File: src/rtl/axis_exp_adc_multi.sv
// ---------------------------------------------------------------------------
// axis_exp_adc_multi
// SPI readout engine for EXP-series ADCs. NUM_CH converters share sck/csn/sdo,
// each returns its result over its own NUM_SDI-lane sdi bus. Register commands
// (24 bit, MSB first) arrive on an AXI-Stream slave; a trigger rising edge
// reads every channel in parallel and emits one AXI-Stream beat per channel.
//
// Ports
//   aclk, aresetn        clock, asynchronous active-low reset
//   spi_sck/csn/sdo      shared SPI clock (idle low), chip select, command data
//   spi_sdi              per-channel data lanes, channel c at [c*NUM_SDI +: NUM_SDI]
//   spi_resetn           ADC reset, released 2 aclk cycles after aresetn
//   trigger, lane_mode   readout start (rising edge) and lane selection
//   s_axis_*             command input, tready is a 1-cycle accept pulse
//   m_axis_*             result beats, tuser = channel, tlast = last channel
//   busy, overrun_cnt    not idle; saturating count of dropped triggers
//
// state  | meaning
// -------+-------------------------------------------------------------
// IDLE   | csn high, waiting for trigger edge or command
// SETUP  | csn low, lead-in before the first sck rise
// SHIFT  | sck toggling; sample sdi on rise, advance sdo on fall
// HOLD   | sck low; csn low tail, then csn high recovery time
// EMIT   | streaming one result beat per channel
// ---------------------------------------------------------------------------
module axis_exp_adc_multi #(
    parameter int NUM_SDI    = 4,
    parameter int NUM_CH     = 2,
    parameter int DATA_WIDTH = 32,
    parameter int SCK_DIV    = 1,
    parameter int CH_W       = 3
) (
    input  logic                      aclk,
    input  logic                      aresetn,
    output logic                      spi_sck,
    output logic                      spi_csn,
    output logic                      spi_sdo,
    input  logic [NUM_CH*NUM_SDI-1:0] spi_sdi,
    output logic                      spi_resetn,
    input  logic                      trigger,
    input  logic [1:0]                lane_mode,
    input  logic [31:0]               s_axis_tdata,
    input  logic                      s_axis_tvalid,
    output logic                      s_axis_tready,
    output logic [DATA_WIDTH-1:0]     m_axis_tdata,
    output logic [CH_W-1:0]           m_axis_tuser,
    output logic                      m_axis_tlast,
    output logic                      m_axis_tvalid,
    input  logic                      m_axis_tready,
    output logic                      busy,
    output logic [15:0]               overrun_cnt
);

    localparam int MAX_BITS = (DATA_WIDTH > 24) ? DATA_WIDTH : 24;
    localparam int BIT_W    = $clog2(MAX_BITS);
    localparam int DIV_W    = $clog2(2 * SCK_DIV) + 1;

    localparam logic [DIV_W-1:0] DIV_LOAD  = DIV_W'(SCK_DIV - 1);
    localparam logic [DIV_W-1:0] HOLD_LOAD = DIV_W'(2 * SCK_DIV - 1);
    localparam logic [CH_W-1:0]  LAST_CH   = CH_W'(NUM_CH - 1);

    typedef enum logic [2:0] {
        S_IDLE,
        S_SETUP,
        S_SHIFT,
        S_HOLD,
        S_EMIT
    } state_t;

    state_t                  state_q, state_d;
    logic [1:0]              rst_sync_q, rst_sync_d;
    logic                    trig_q, trig_d;
    logic                    is_read_q, is_read_d;
    logic [2:0]              lanes_q, lanes_d;
    logic [DIV_W-1:0]        div_q, div_d;
    logic [BIT_W-1:0]        bit_q, bit_d;
    logic                    hold_phase_q, hold_phase_d;
    logic                    sck_q, sck_d;
    logic                    csn_q, csn_d;
    logic                    sdo_q, sdo_d;
    logic [23:0]             cmd_q, cmd_d;
    logic                    tready_q, tready_d;
    logic [DATA_WIDTH-1:0]   data_q [NUM_CH];
    logic [DATA_WIDTH-1:0]   data_d [NUM_CH];
    logic [CH_W-1:0]         ch_q, ch_d;
    logic [DATA_WIDTH-1:0]   tdata_q, tdata_d;
    logic [CH_W-1:0]         tuser_q, tuser_d;
    logic                    tlast_q, tlast_d;
    logic                    tvalid_q, tvalid_d;
    logic [15:0]             ovr_q, ovr_d;

    logic                    trig_edge;
    logic [2:0]              eff_lanes;
    logic [3:0]              lane_v [NUM_CH];
    logic [CH_W-1:0]         next_ch;
    logic [DATA_WIDTH-1:0]   next_beat;
    logic                    unused_tdata;

    assign unused_tdata = ^s_axis_tdata[31:24];

    // Lane L-1 is the most significant bit of each sampled group.
    function automatic logic [DATA_WIDTH-1:0] shift_in(input logic [DATA_WIDTH-1:0] cur,
                                                       input logic [3:0]            lanes_in,
                                                       input logic [2:0]            n);
        case (n)
            3'd4:    shift_in = {cur[DATA_WIDTH-5:0], lanes_in};
            3'd2:    shift_in = {cur[DATA_WIDTH-3:0], lanes_in[1:0]};
            default: shift_in = {cur[DATA_WIDTH-2:0], lanes_in[0]};
        endcase
    endfunction

    // Requested lanes clipped to what the devices actually wire up.
    always_comb begin
        eff_lanes = 3'd1;
        case (lane_mode)
            2'd1: if (NUM_SDI >= 2) eff_lanes = 3'd2;
            2'd2: begin
                if (NUM_SDI >= 4)      eff_lanes = 3'd4;
                else if (NUM_SDI >= 2) eff_lanes = 3'd2;
            end
            default: eff_lanes = 3'd1;
        endcase
    end

    // Zero-pad each channel's lanes to 4 so one shifter serves every NUM_SDI.
    always_comb begin
        for (int c = 0; c < NUM_CH; c++) begin
            lane_v[c]            = '0;
            lane_v[c][NUM_SDI-1:0] = spi_sdi[c*NUM_SDI +: NUM_SDI];
        end
    end

    always_comb begin
        next_ch   = ch_q + CH_W'(1);
        next_beat = '0;
        for (int c = 0; c < NUM_CH; c++) begin
            if (next_ch == CH_W'(c)) next_beat = data_q[c];
        end
    end

    assign trig_edge = trigger & ~trig_q;

    always_comb begin
        state_d      = state_q;
        rst_sync_d   = {rst_sync_q[0], 1'b1};
        trig_d       = trigger;
        is_read_d    = is_read_q;
        lanes_d      = lanes_q;
        div_d        = div_q;
        bit_d        = bit_q;
        hold_phase_d = hold_phase_q;
        sck_d        = sck_q;
        csn_d        = csn_q;
        sdo_d        = sdo_q;
        cmd_d        = cmd_q;
        tready_d     = 1'b0;
        data_d       = data_q;
        ch_d         = ch_q;
        tdata_d      = tdata_q;
        tuser_d      = tuser_q;
        tlast_d      = tlast_q;
        tvalid_d     = tvalid_q;
        ovr_d        = ovr_q;

        if (trig_edge && (state_q != S_IDLE) && (ovr_q != 16'hFFFF)) begin
            ovr_d = ovr_q + 16'd1;
        end

        case (state_q)
            S_IDLE: begin
                if (trig_edge) begin
                    is_read_d = 1'b1;
                    lanes_d   = eff_lanes;
                    csn_d     = 1'b0;
                    div_d     = DIV_LOAD;
                    state_d   = S_SETUP;
                end else if (s_axis_tvalid) begin
                    is_read_d = 1'b0;
                    cmd_d     = s_axis_tdata[23:0];
                    sdo_d     = s_axis_tdata[23];
                    tready_d  = 1'b1;
                    csn_d     = 1'b0;
                    div_d     = DIV_LOAD;
                    state_d   = S_SETUP;
                end
            end

            S_SETUP: begin
                if (div_q == '0) begin
                    // First rise: counts as period one, so load periods-1.
                    sck_d   = 1'b1;
                    div_d   = DIV_LOAD;
                    state_d = S_SHIFT;
                    if (is_read_q) begin
                        for (int c = 0; c < NUM_CH; c++) begin
                            data_d[c] = shift_in(data_q[c], lane_v[c], lanes_q);
                        end
                        case (lanes_q)
                            3'd4:    bit_d = BIT_W'(DATA_WIDTH / 4 - 1);
                            3'd2:    bit_d = BIT_W'(DATA_WIDTH / 2 - 1);
                            default: bit_d = BIT_W'(DATA_WIDTH - 1);
                        endcase
                    end else begin
                        bit_d = BIT_W'(23);
                    end
                end else begin
                    div_d = div_q - DIV_W'(1);
                end
            end

            S_SHIFT: begin
                if (div_q == '0) begin
                    div_d = DIV_LOAD;
                    if (sck_q) begin
                        sck_d = 1'b0;
                        if (bit_q == '0) begin
                            sdo_d        = 1'b0;
                            cmd_d        = '0;
                            hold_phase_d = 1'b0;
                            state_d      = S_HOLD;
                        end else if (!is_read_q) begin
                            cmd_d = {cmd_q[22:0], 1'b0};
                            sdo_d = cmd_q[22];
                        end
                    end else begin
                        sck_d = 1'b1;
                        bit_d = bit_q - BIT_W'(1);
                        if (is_read_q) begin
                            for (int c = 0; c < NUM_CH; c++) begin
                                data_d[c] = shift_in(data_q[c], lane_v[c], lanes_q);
                            end
                        end
                    end
                end else begin
                    div_d = div_q - DIV_W'(1);
                end
            end

            S_HOLD: begin
                if (div_q == '0) begin
                    if (!hold_phase_q) begin
                        csn_d        = 1'b1;
                        hold_phase_d = 1'b1;
                        div_d        = HOLD_LOAD;
                    end else if (is_read_q) begin
                        ch_d     = '0;
                        tdata_d  = data_q[0];
                        tuser_d  = '0;
                        tlast_d  = (NUM_CH == 1);
                        tvalid_d = 1'b1;
                        state_d  = S_EMIT;
                    end else begin
                        state_d = S_IDLE;
                    end
                end else begin
                    div_d = div_q - DIV_W'(1);
                end
            end

            S_EMIT: begin
                if (m_axis_tready) begin
                    if (ch_q == LAST_CH) begin
                        tvalid_d = 1'b0;
                        tlast_d  = 1'b0;
                        state_d  = S_IDLE;
                    end else begin
                        ch_d    = next_ch;
                        tdata_d = next_beat;
                        tuser_d = next_ch;
                        tlast_d = (next_ch == LAST_CH);
                    end
                end
            end

            default: state_d = S_IDLE;
        endcase
    end

    always_ff @(posedge aclk or negedge aresetn) begin
        if (!aresetn) begin
            state_q      <= S_IDLE;
            rst_sync_q   <= '0;
            trig_q       <= 1'b0;
            is_read_q    <= 1'b0;
            lanes_q      <= 3'd1;
            div_q        <= '0;
            bit_q        <= '0;
            hold_phase_q <= 1'b0;
            sck_q        <= 1'b0;
            csn_q        <= 1'b1;
            sdo_q        <= 1'b0;
            cmd_q        <= '0;
            tready_q     <= 1'b0;
            for (int c = 0; c < NUM_CH; c++) data_q[c] <= '0;
            ch_q         <= '0;
            tdata_q      <= '0;
            tuser_q      <= '0;
            tlast_q      <= 1'b0;
            tvalid_q     <= 1'b0;
            ovr_q        <= '0;
        end else begin
            state_q      <= state_d;
            rst_sync_q   <= rst_sync_d;
            trig_q       <= trig_d;
            is_read_q    <= is_read_d;
            lanes_q      <= lanes_d;
            div_q        <= div_d;
            bit_q        <= bit_d;
            hold_phase_q <= hold_phase_d;
            sck_q        <= sck_d;
            csn_q        <= csn_d;
            sdo_q        <= sdo_d;
            cmd_q        <= cmd_d;
            tready_q     <= tready_d;
            data_q       <= data_d;
            ch_q         <= ch_d;
            tdata_q      <= tdata_d;
            tuser_q      <= tuser_d;
            tlast_q      <= tlast_d;
            tvalid_q     <= tvalid_d;
            ovr_q        <= ovr_d;
        end
    end

    assign spi_sck       = sck_q;
    assign spi_csn       = csn_q;
    assign spi_sdo       = sdo_q;
    assign spi_resetn    = rst_sync_q[1];
    assign s_axis_tready = tready_q;
    assign m_axis_tdata  = tdata_q;
    assign m_axis_tuser  = tuser_q;
    assign m_axis_tlast  = tlast_q;
    assign m_axis_tvalid = tvalid_q;
    assign busy          = (state_q != S_IDLE);
    assign overrun_cnt   = ovr_q;

endmodule

File: config.mk
export PLATFORM = sky130hd
export DESIGN_NAME = axis_exp_adc_multi
export DESIGN_NICKNAME = d
export VERILOG_FILES = /design/src/rtl/axis_exp_adc_multi.sv
export SDC_FILE = /design/constraint.sdc
export NUM_CORES = 1
export LEC_CHECK = 0
export CORE_MARGIN = 5
export CORE_UTILIZATION = 56
export CTS_CLUSTER_SIZE = 8
export DETAILED_ROUTE_END_ITERATION = 8
export PLACE_DENSITY = 0.88
export SLEW_MARGIN = 30
export SYNTH_ARGS = -nofsm -noshare
export SYNTH_HDL_FRONTEND = slang
export SYNTH_SLANG_ARGS = --single-unit
File: constraint.sdc
create_clock -name aclk -period 2.4 [get_ports aclk]
set_input_delay 0.48 -clock aclk [delete_from_list [all_inputs] [get_ports aclk]]
set_output_delay 0.48 -clock aclk [all_outputs]
set_load 0.05 [all_outputs]
==> results of run 1 <==
==> critical path: stages (launching register included) <==
cell	delay, ns
dfrtp_1	0.44
ha_1	0.22
ha_1	0.28
nand2b_1	0.20
buf_4	0.16
a21o_1	0.20
buf_12	0.17
a22o_1	0.23
mux2_1	0.29
==> kinds of logic (layout without fill, tap and decap cells) <==
group / after synthesis / after routing / synth area share [%]
other: 1 / 1 / 0.0455
AOI/OAI and AO/OA: 263 / 263 / 21.2
buffers and inverters: 77 / 171 / 4.65
adders and majority gates: 8 / 8 / 1.21
xor gates and xnor gates: 14 / 14 / 1.49
muxes: 70 / 70 / 10.4
DFF: 162 / 162 / 49.2
and+or+nand+nor: 212 / 212 / 11.8
==> final cells by class <==
class	instances	area, sq um
Clock buffer	22	464
Clock inverter	10	133
Fill cell	1058	4430
Inverter	15	56.3
Multi-Input combinational cell	568	3830
Sequential cell	162	4060
Tap cell	184	230
Timing Repair Buffer	124	1280
==> flip-flops by register name, indices dropped and copies added (netlist names), 2 cells and up <==
signal and cells:
lanes_q 3, div_q 2, bit_q 5, m_axis_tuser 3, state_q 3, overrun_cnt 16, data_q 64, cmd_q 23
rst_sync_q 2, m_axis_tdata 32
==> placed cells by master, fill, tap and decap left out, types with 3 or more instances in the layout <==
master	count
a211oi_1	9
inv_1	15
xnor2_1	3
o21ai_0	73
nor3b_2	3
buf_12	9
mux2i_1	4
or2_2	4
mux2_1	11
nor3_2	3
mux2_4	19
clkinv_2	5
nor2_1	14
nor2b_1	4
dfrtp_1	160
xor2_1	11
a21oi_1	69
nand3_1	31
nand2b_1	4
and3_1	4
nand2_1	123
a22o_1	92
mux2_2	36
clkbuf_16	17
bufinv_16	3
clkbuf_1	3
buf_4	19
clkdlybuf4s50_1	95
nor3_1	6
ha_1	8
==> through the flow <==
stage | cells | TNS [ns] | instance area (sq um) | total power, uW | hold WS (ns)
5_1_grt | 1085 | 0 | 10100 | 13100 | 0.0667
3_3_place_gp | 1053 | -0.926 | 9450 | 9450 | 0.332
3_5_place_dp | 1053 | -1.88 | 9450 | 9600 | 0.336
2_1_floorplan | 807 | 0 | 8240 | 8100 | 0.184
4_1_cts | 1085 | 0 | 10100 | 12400 | 0.0483
6_report | 1085 | 0 | 10100 | 12300 | 0.0293
==> how the worst min path moves through the flow <==
stage / cells past startpoint / start / slack (ns) / to
final: 1 / aresetn / 0.03 / overrun_cnt[8]
after global routing: 1 / aresetn / 0.07 / overrun_cnt[8]
after CTS: 1 / aresetn / 0.05 / overrun_cnt[8]
after detailed placement: 0 / rst_sync_q[0] / 0.34 / rst_sync_q[1]
after global placement: 0 / rst_sync_q[0] / 0.33 / rst_sync_q[1]
after floorplan: 0 / aresetn / 0.18 / bit_q[0]
==> report_power, final <==
part	leakage (uW)	switching [uW]	internal (uW)	total [uW]
clock network	0.000298	1050	1690	2740
logic	0.00209	3130	2300	5430
registers	0.00210	680	3490	4170
==> layer usage <==
| metal | up-vias | share of wire, % | track usage (%) | wire, um |
|---|---|---|---|---|
| met2 | 196 | 49 | 34.7 | 9040 |
| met5 | - | 0 | 0 | 0 |
| met4 | 0 | 1.8 | 7.54 | 335 |
| met1 | 3153 | 44 | 29.5 | 7970 |
| li1 | 3071 | - | - | - |
| met3 | 28 | 5.1 | 4.74 | 927 |
==> what timing repair did <==
action                     in CTS  in global routing
resized for setup               1                  0
hold buffers                    0                  0
setup endpoints to repair      25                  0
setup buffers                   0                  0
==> impl_metrics.py, run 1 <==
metrics = {
    "run_status": {
        "status": "completed",
    },
    "finish": {
        "syn_to_final_growth_pct": 22.0,
        "drive_gt1_share_pct": 14.4,
        "fin_nets": 943,
        "fin_util_pct": 69.4,
        "n_antenna_cell": 0,
    },
    "detailed_routing": {
        "drt_wl_total_um": 18300,
        "route.detailed.wl_per_inst_um": 16.8,
        "first_pass_iters": 5,
        "drc": 0,
        "drtIter0Drc": 542,
        "num_vias": 6448,
        "vias_per_cell": 5.94,
        "antenna_left": 0,
    },
    "critical_path": {
        "crit_fanout": 32,
        "regToRegStartpoint": "m_axis_tuser[0]",
        "timing.rr.end": "m_axis_tdata[21]",
        "end_kind": "register",
        "critPathCapture": "m_axis_tdata[21]",
        "crit_required_ns": 2.71,
        "critPathKind": "reg2reg",
        "r2r_cells": 8,
        "start_kind": "register",
        "critPathLaunch": "m_axis_tuser[0]",
        "r2r_setup_slack_ns": 0.08,
        "arrival_ns": 2.63,
    },
    "synthesis": {
        "synth_top_cell_area_share_pct": 48.6,
        "synth_edf_count": 0,
        "syn-cell-area_sq_um": 8240,
        "ys_seq_area_share_pct": 49.2,
        "syn-num-nets": 862,
        "synth_most_common_cell": "dfrtp_1",
        "yosysTopAreaCell": "dfrtp_1",
        "ys.flop_type": "dfrtp_1",
        "synth.distinct_cells": 56,
        "synthTopCellsByCount": "160 x dfrtp_1, 123 x nand2_1, 92 x a22o_1",
        "ys_async_sr_fraction_pct": 100,
        "syn_inst": 807,
        "synth-warning-count": 0,
        "synth.area.top_cells": "dfrtp_1 49%, a22o_1 9.8%, nand2_1 5.6%, mux2_2 4.9%, o21ai_0 4.4%",
        "syn_avg_cell_area_sq_um": 10.2,
        "ys_seq_elements": 162,
    },
    "die": {
        "rows": 44,
        "core-area_sq_um": 14500,
        "start_util_pct": 56.9,
        "die_y_um": 131,
        "die_area_sq_um": 17200,
        "ios": 106,
        "die_x_um": 131,
    },
    "timing": {
        "fmax_ghz": 0.430,
        "post-route-period-util_pct": 96.8,
        "final-setup-viol-count": 0,
        "drv_slew": 0,
        "rsz0062_at_grt": "false",
        "finalHoldViolations": 0,
        "finClkSkew_ns": 0.00759,
        "fin_crit_ns": 2.32,
        "worst_pin_slew_ns": 0.597,
        "relSlewSlack_pct": 60.1,
        "worst_slack_ns": 0.0762,
    },
    "placement": {
        "place.gp.congestion": 0.810,
        "hpwl_um": 11700,
        "pre_cts_slack_ns": -0.191,
        "port_buffers": 97,
    },
    "global_route": {
        "grt_pass1_wl_um": 31600,
        "grt_max_degree": 63,
        "track_usage_pct": 21.7,
        "grt_antenna_before_repair": 0,
        "grt_overflow": 0,
        "grt_pass1_vias": 6402,
    },
    "power": {
        "ir_drop_v": 0.000765,
        "p_per_area_nw_per_um2": 1230,
        "leakage_uw": 0.00448,
    },
    "clock_tree": {
        "root_buffer": "clkbuf_16",
        "clk_pin_slew_ns": 0.06,
        "clock-sinks": 162,
        "cts_tree": "built",
        "clock_latency_ns": 0.42,
        "htree_levels": 4,
        "cts_buffers": 17,
        "clockBufferDepth": 2,
    },
    "flow_run": {
        "drv_cap": 0,
    },
    "hold_path": {
        "hold_class": "in2async",
    },
}
Note: power is estimated with default switching activity, not from simulation.
==> inputs of run 2 (changes only) <==
--- a/config.mk
+++ b/config.mk
@@ -5,11 +5,13 @@
 export SDC_FILE = /design/constraint.sdc
 export NUM_CORES = 1
 export LEC_CHECK = 0
+export CAP_MARGIN = 40
+export CORE_ASPECT_RATIO = 1.2
 export CORE_MARGIN = 5
-export CORE_UTILIZATION = 56
+export CORE_UTILIZATION = 35
 export CTS_CLUSTER_SIZE = 8
 export DETAILED_ROUTE_END_ITERATION = 8
-export PLACE_DENSITY = 0.88
+export PLACE_DENSITY = 0.62
 export SLEW_MARGIN = 30
 export SYNTH_ARGS = -nofsm -noshare
 export SYNTH_HDL_FRONTEND = slang
==> run 2 against run 1 <==
Effect of this change: count of clock-buffer cells in the layout decreased by 3; global-route usage decreased by 6.6 points; largest power group unchanged; design area increased by 2.1%; cell count increased by 13%; first-iteration DRC count decreased by 44%; register-to-register slack improved by 0.10 ns; clock power decreased by 4%.
==> impl_metrics.py, run 2 (same netlist as run 1, synthesis figures left out) <==
metrics = {
    "critical_path": {
        "crit_required_ns": 1.92,
        "end_kind": "output port",
        "critPathKind": "reg2out",
        "cp_top_family": "buffers and inverters",
        "critPathBufInv": 1,
        "arrival_ns": 1.78,
        "crit_slowest_cell": "clkdlybuf4s50_1",
        "crit_fanout": 8,
        "critical_path.max_stage_delay_ns": 0.88,
        "path_cells": "clkdlybuf4s50_1",
        "start_kind": "register",
    },
    "timing": {
        "drv_slew": 0,
        "rsz0062_at_grt": "false",
        "setup_tns_ns": 0,
        "finClkSkew_ns": 0.0117,
        "holdWs_ns": 0.0106,
        "worst_pin_slew_ns": 0.577,
        "relSlewSlack_pct": 61.4,
        "fmax_ghz": 0.442,
        "fin_crit_ns": 2.26,
        "finalHoldViolations": 0,
        "post-route-period-util_pct": 94.3,
        "final-setup-viol-count": 0,
    },
    "detailed_routing": {
        "num_vias": 6380,
        "vias_per_cell": 5.20,
        "antenna_left": 0,
        "drc": 0,
        "drtIter0Drc": 304,
        "drt_wl_total_um": 19600,
        "first_pass_iters": 4,
        "route.detailed.wl_per_inst_um": 15.9,
    },
    "global_route": {
        "grt_overflow": 0,
        "grt_pass1_wl_um": 33000,
        "grt_max_degree": 63,
        "grt_antenna_before_repair": 0,
        "track_usage_pct": 15.1,
        "grt_pass1_vias": 6358,
    },
    "finish": {
        "drive_gt1_share_pct": 15.7,
        "mostFrequentLayoutCell": "dfrtp_1",
        "mostFrequentLayoutCells": "160 x dfrtp_1, 123 x nand2_1, 95 x clkdlybuf4s50_1",
        "multi_input_area_sq_um": 3820,
        "finalInstanceArea_sq_um": 10300,
        "largest_reg_flops": 64,
        "largest-register": "data_q",
        "n_antenna_cell": 0,
        "regArea_sq_um": 4060,
        "syn_to_final_growth_pct": 24.6,
        "num-fill-cells": 2250,
        "fin_nets": 954,
    },
    "die": {
        "core-area_sq_um": 23200,
        "ios": 106,
        "rows": 61,
        "start_util_pct": 35.5,
        "die_x_um": 150,
        "die_area_sq_um": 26700,
        "die_y_um": 178,
    },
    "power": {
        "power_uw": 12300,
        "ir_drop_v": 0.000576,
        "p_per_area_nw_per_um2": 1190,
        "leakage_uw": 0.00452,
    },
    "hold_path": {
        "hold_class": "in2async",
    },
    "clock_tree": {
        "post_cts_buffers": 0,
        "cts_hold_buf": 0,
        "root_buffer": "clkbuf_16",
        "cts_buffers": 17,
        "clock_latency_ns": 0.43,
        "clockBufferDepth": 2,
        "clock-sinks": 162,
        "clk_pin_slew_ns": 0.07,
        "cts_tree": "built",
        "htree_levels": 4,
        "cts_resized": 0,
    },
    "placement": {
        "port_buffers": 97,
        "hpwl_um": 13000,
        "dpl_cell_area_sq_um": 9700,
        "place.gp.congestion": 0.782,
    },
    "run_status": {
        "status": "completed",
    },
    "flow_run": {
        "drv_cap": 0,
    },
}
==> run 2: routing by layer <==
metal,up-vias,part of all wire [%],global-route usage (%)
li1,3099,-,-
met1,3149,45,19.7
met2,115,50,25.6
met3,17,3.8,2.62
met4,0,1.4,4.84
met5,-,0,0
==> run 2: path summary, 6_finish.rpt <==
path	from	endpoint	slack, ns	cells past startpoint
min in group aclk	rst_sync_q[0]	rst_sync_q[1]	0.36	0
max	spi_sck	spi_sck	0.14	1
max in group asynchronous	aresetn	spi_csn	1.72	2
min reg2reg	rst_sync_q[0]	rst_sync_q[1]	0.36	0
min	aresetn	overrun_cnt[12]	0.01	1
max reg2reg	bit_q[0]	cmd_q[3]	0.18	7
==> run 2: layout make-up <==
| cell class | count | share of cell area (%) |
|---|---|---|
| Sequential cell | 162 | 39.5 |
| Inverter | 15 | 0.548 |
| Clock buffer | 19 | 4.31 |
| Timing Repair Buffer | 135 | 13.4 |
| Clock inverter | 13 | 1.19 |
| Multi-Input combinational cell | 568 | 37.2 |
| Tap cell | 315 | 3.84 |
==> run 2: power breakdown <==
part           total [uW]  leakage, uW  switching (uW)  internal [uW]
combinational        5460      0.00215            3130           2330
clock                2640     0.000267            1170           1470
sequential           4150      0.00210             667           3490
==> run 2: through the flow <==
step           util, %  setup slack, ns  std cells
2_1_floorplan        -            0.138        807
3_3_place_gp      41.8          -0.0656       1194
3_5_place_dp      41.8            0.125       1195
4_1_cts           44.2            0.115       1227
5_1_grt           44.2           0.0743       1227
6_report          44.2            0.137       1227
==> inputs of run 3 (changes only) <==
--- a/config.mk
+++ b/config.mk
@@ -11,6 +11,7 @@
 export CORE_UTILIZATION = 35
 export CTS_CLUSTER_SIZE = 8
 export DETAILED_ROUTE_END_ITERATION = 8
+export HOLD_SLACK_MARGIN = 0.06
 export PLACE_DENSITY = 0.62
 export SLEW_MARGIN = 30
 export SYNTH_ARGS = -nofsm -noshare
==> run 3 against run 2 <==
Effect of this change: clock skew barely moved; critical path type unchanged; clock power barely moved; utilization barely moved; total power barely moved; wire length fell by 0.42%; sequential share of layout area barely moved; non-clock buffer count rose by 1.
==> impl_metrics.py, run 3 (same netlist as run 1, synthesis figures left out) <==
metrics = {
    "timing": {
        "worst_pin_slew_ns": 0.576,
        "finClkSkew_ns": 0.0113,
        "drv_slew": 0,
        "setup_tns_ns": 0,
        "post-route-period-util_pct": 94.2,
        "finalHoldViolations": 0,
        "final-setup-viol-count": 0,
        "holdWs_ns": 0.356,
        "relSlewSlack_pct": 61.5,
        "fmax_ghz": 0.442,
        "fin_crit_ns": 2.26,
        "rsz0062_at_grt": "false",
    },
    "hold_path": {
        "hold_depth": 0,
        "worstHoldEndpoint": "rst_sync_q[1]",
        "hold_class": "reg2reg",
        "hp-start": "rst_sync_q[0]",
    },
    "placement": {
        "dpl_cell_area_sq_um": 9700,
        "port_buffers": 97,
        "hpwl_um": 13000,
        "place.gp.congestion": 0.782,
    },
    "clock_tree": {
        "cts_resized": 0,
        "root_buffer": "clkbuf_16",
        "cts_hold_buf": 1,
        "htree_levels": 4,
        "clock-sinks": 162,
        "clockBufferDepth": 2,
        "cts_tree": "built",
        "clk_pin_slew_ns": 0.07,
        "post_cts_buffers": 0,
        "clock_latency_ns": 0.43,
        "cts_buffers": 17,
    },
    "finish": {
        "finalInstanceArea_sq_um": 10300,
        "n_antenna_cell": 0,
        "largest-register": "data_q",
        "drive_gt1_share_pct": 15.7,
        "mostFrequentLayoutCell": "dfrtp_1",
        "num-fill-cells": 2249,
        "fin_nets": 955,
        "largest_reg_flops": 64,
        "regArea_sq_um": 4060,
        "mostFrequentLayoutCells": "160 x dfrtp_1, 123 x nand2_1, 95 x clkdlybuf4s50_1",
        "fin_util_pct": 44.3,
        "syn_to_final_growth_pct": 24.7,
        "multi_input_area_sq_um": 3820,
    },
    "detailed_routing": {
        "drt_wl_total_um": 19500,
        "route.detailed.wl_per_inst_um": 15.9,
        "vias_per_cell": 5.17,
        "antenna_left": 0,
        "drtIter0Drc": 319,
        "first_pass_iters": 4,
        "num_vias": 6344,
        "drc": 0,
    },
    "die": {
        "die_x_um": 150,
        "ios": 106,
        "start_util_pct": 35.5,
        "core-area_sq_um": 23200,
        "rows": 61,
        "die_area_sq_um": 26700,
        "die_y_um": 178,
    },
    "power": {
        "ir_drop_v": 0.000575,
        "leakage_uw": 0.00452,
        "p_per_area_nw_per_um2": 1190,
    },
    "critical_path": {
        "cp_num_cells": 1,
        "crit_required_ns": 1.92,
        "end_kind": "output port",
        "arrival_ns": 1.78,
        "critPathBufInv": 1,
        "regToRegStartpoint": "bit_q[0]",
        "crit_slowest_cell": "clkdlybuf4s50_1",
        "critical_path.max_stage_delay_ns": 0.88,
        "cp_top_family": "buffers and inverters",
        "r2r_setup_slack_ns": 0.18,
        "r2r_cells": 7,
        "timing.rr.end": "cmd_q[3]",
        "crit_fanout": 8,
        "start_kind": "register",
        "critPathKind": "reg2out",
        "path_cells": "clkdlybuf4s50_1",
    },
    "global_route": {
        "grt_max_degree": 63,
        "track_usage_pct": 15.1,
        "grt_pass1_wl_um": 33000,
        "grt_pass1_vias": 6358,
        "grt_overflow": 0,
        "grt_antenna_before_repair": 0,
    },
    "flow_run": {
        "drv_cap": 0,
    },
    "run_status": {
        "status": "completed",
    },
}
## run 3: changes by cell type in the layout (fill, tap and decap cells not counted), sizes merged
cell,before,now
dlygate4sd3,0,1
## run 3: through the flow
| stage | total power [uW] | setup WS, ns | cells |
|---|---|---|---|
| 2_1_floorplan | 8100 | 0.138 | 807 |
| 3_3_place_gp | 9620 | -0.0656 | 1194 |
| 3_5_place_dp | 9720 | 0.125 | 1195 |
| 4_1_cts | 12400 | 0.115 | 1228 |
| 5_1_grt | 13100 | 0.0743 | 1228 |
| 6_report | 12300 | 0.138 | 1228 |
## run 3: where the power goes
part           switching, uW  leakage, uW  internal, uW
clock                   1170     0.000267          1470
combinational           3130      0.00215          2330
sequential               669      0.00210          3490
## run 3: layer usage
metal	track usage, %	vias to the layer above	part of all wire [%]
met5	0	-	0
met4	4.84	0	1.4
met3	2.59	17	3.7
met2	25.6	109	50
met1	19.8	3117	45
li1	-	3101	-
## run 3: how the worst max path moves through the flow
stage                          from  slack (ns)               end
detailed placement          trigger        0.12         cmd_q[18]
global route                spi_sck        0.07           spi_sck
global placement    m_axis_tuser[0]       -0.07  m_axis_tdata[26]
finish                      spi_sck        0.14           spi_sck
floorplan           m_axis_tuser[0]        0.14  m_axis_tdata[17]
CTS                         spi_sck        0.11           spi_sck
## run 3: cell type report
class	instances	share of cell area, %
Timing Repair Buffer	136	13.4
Clock inverter	13	1.19
Inverter	15	0.548
Multi-Input combinational cell	568	37.2
Tap cell	315	3.84
Sequential cell	162	39.5
Clock buffer	19	4.31
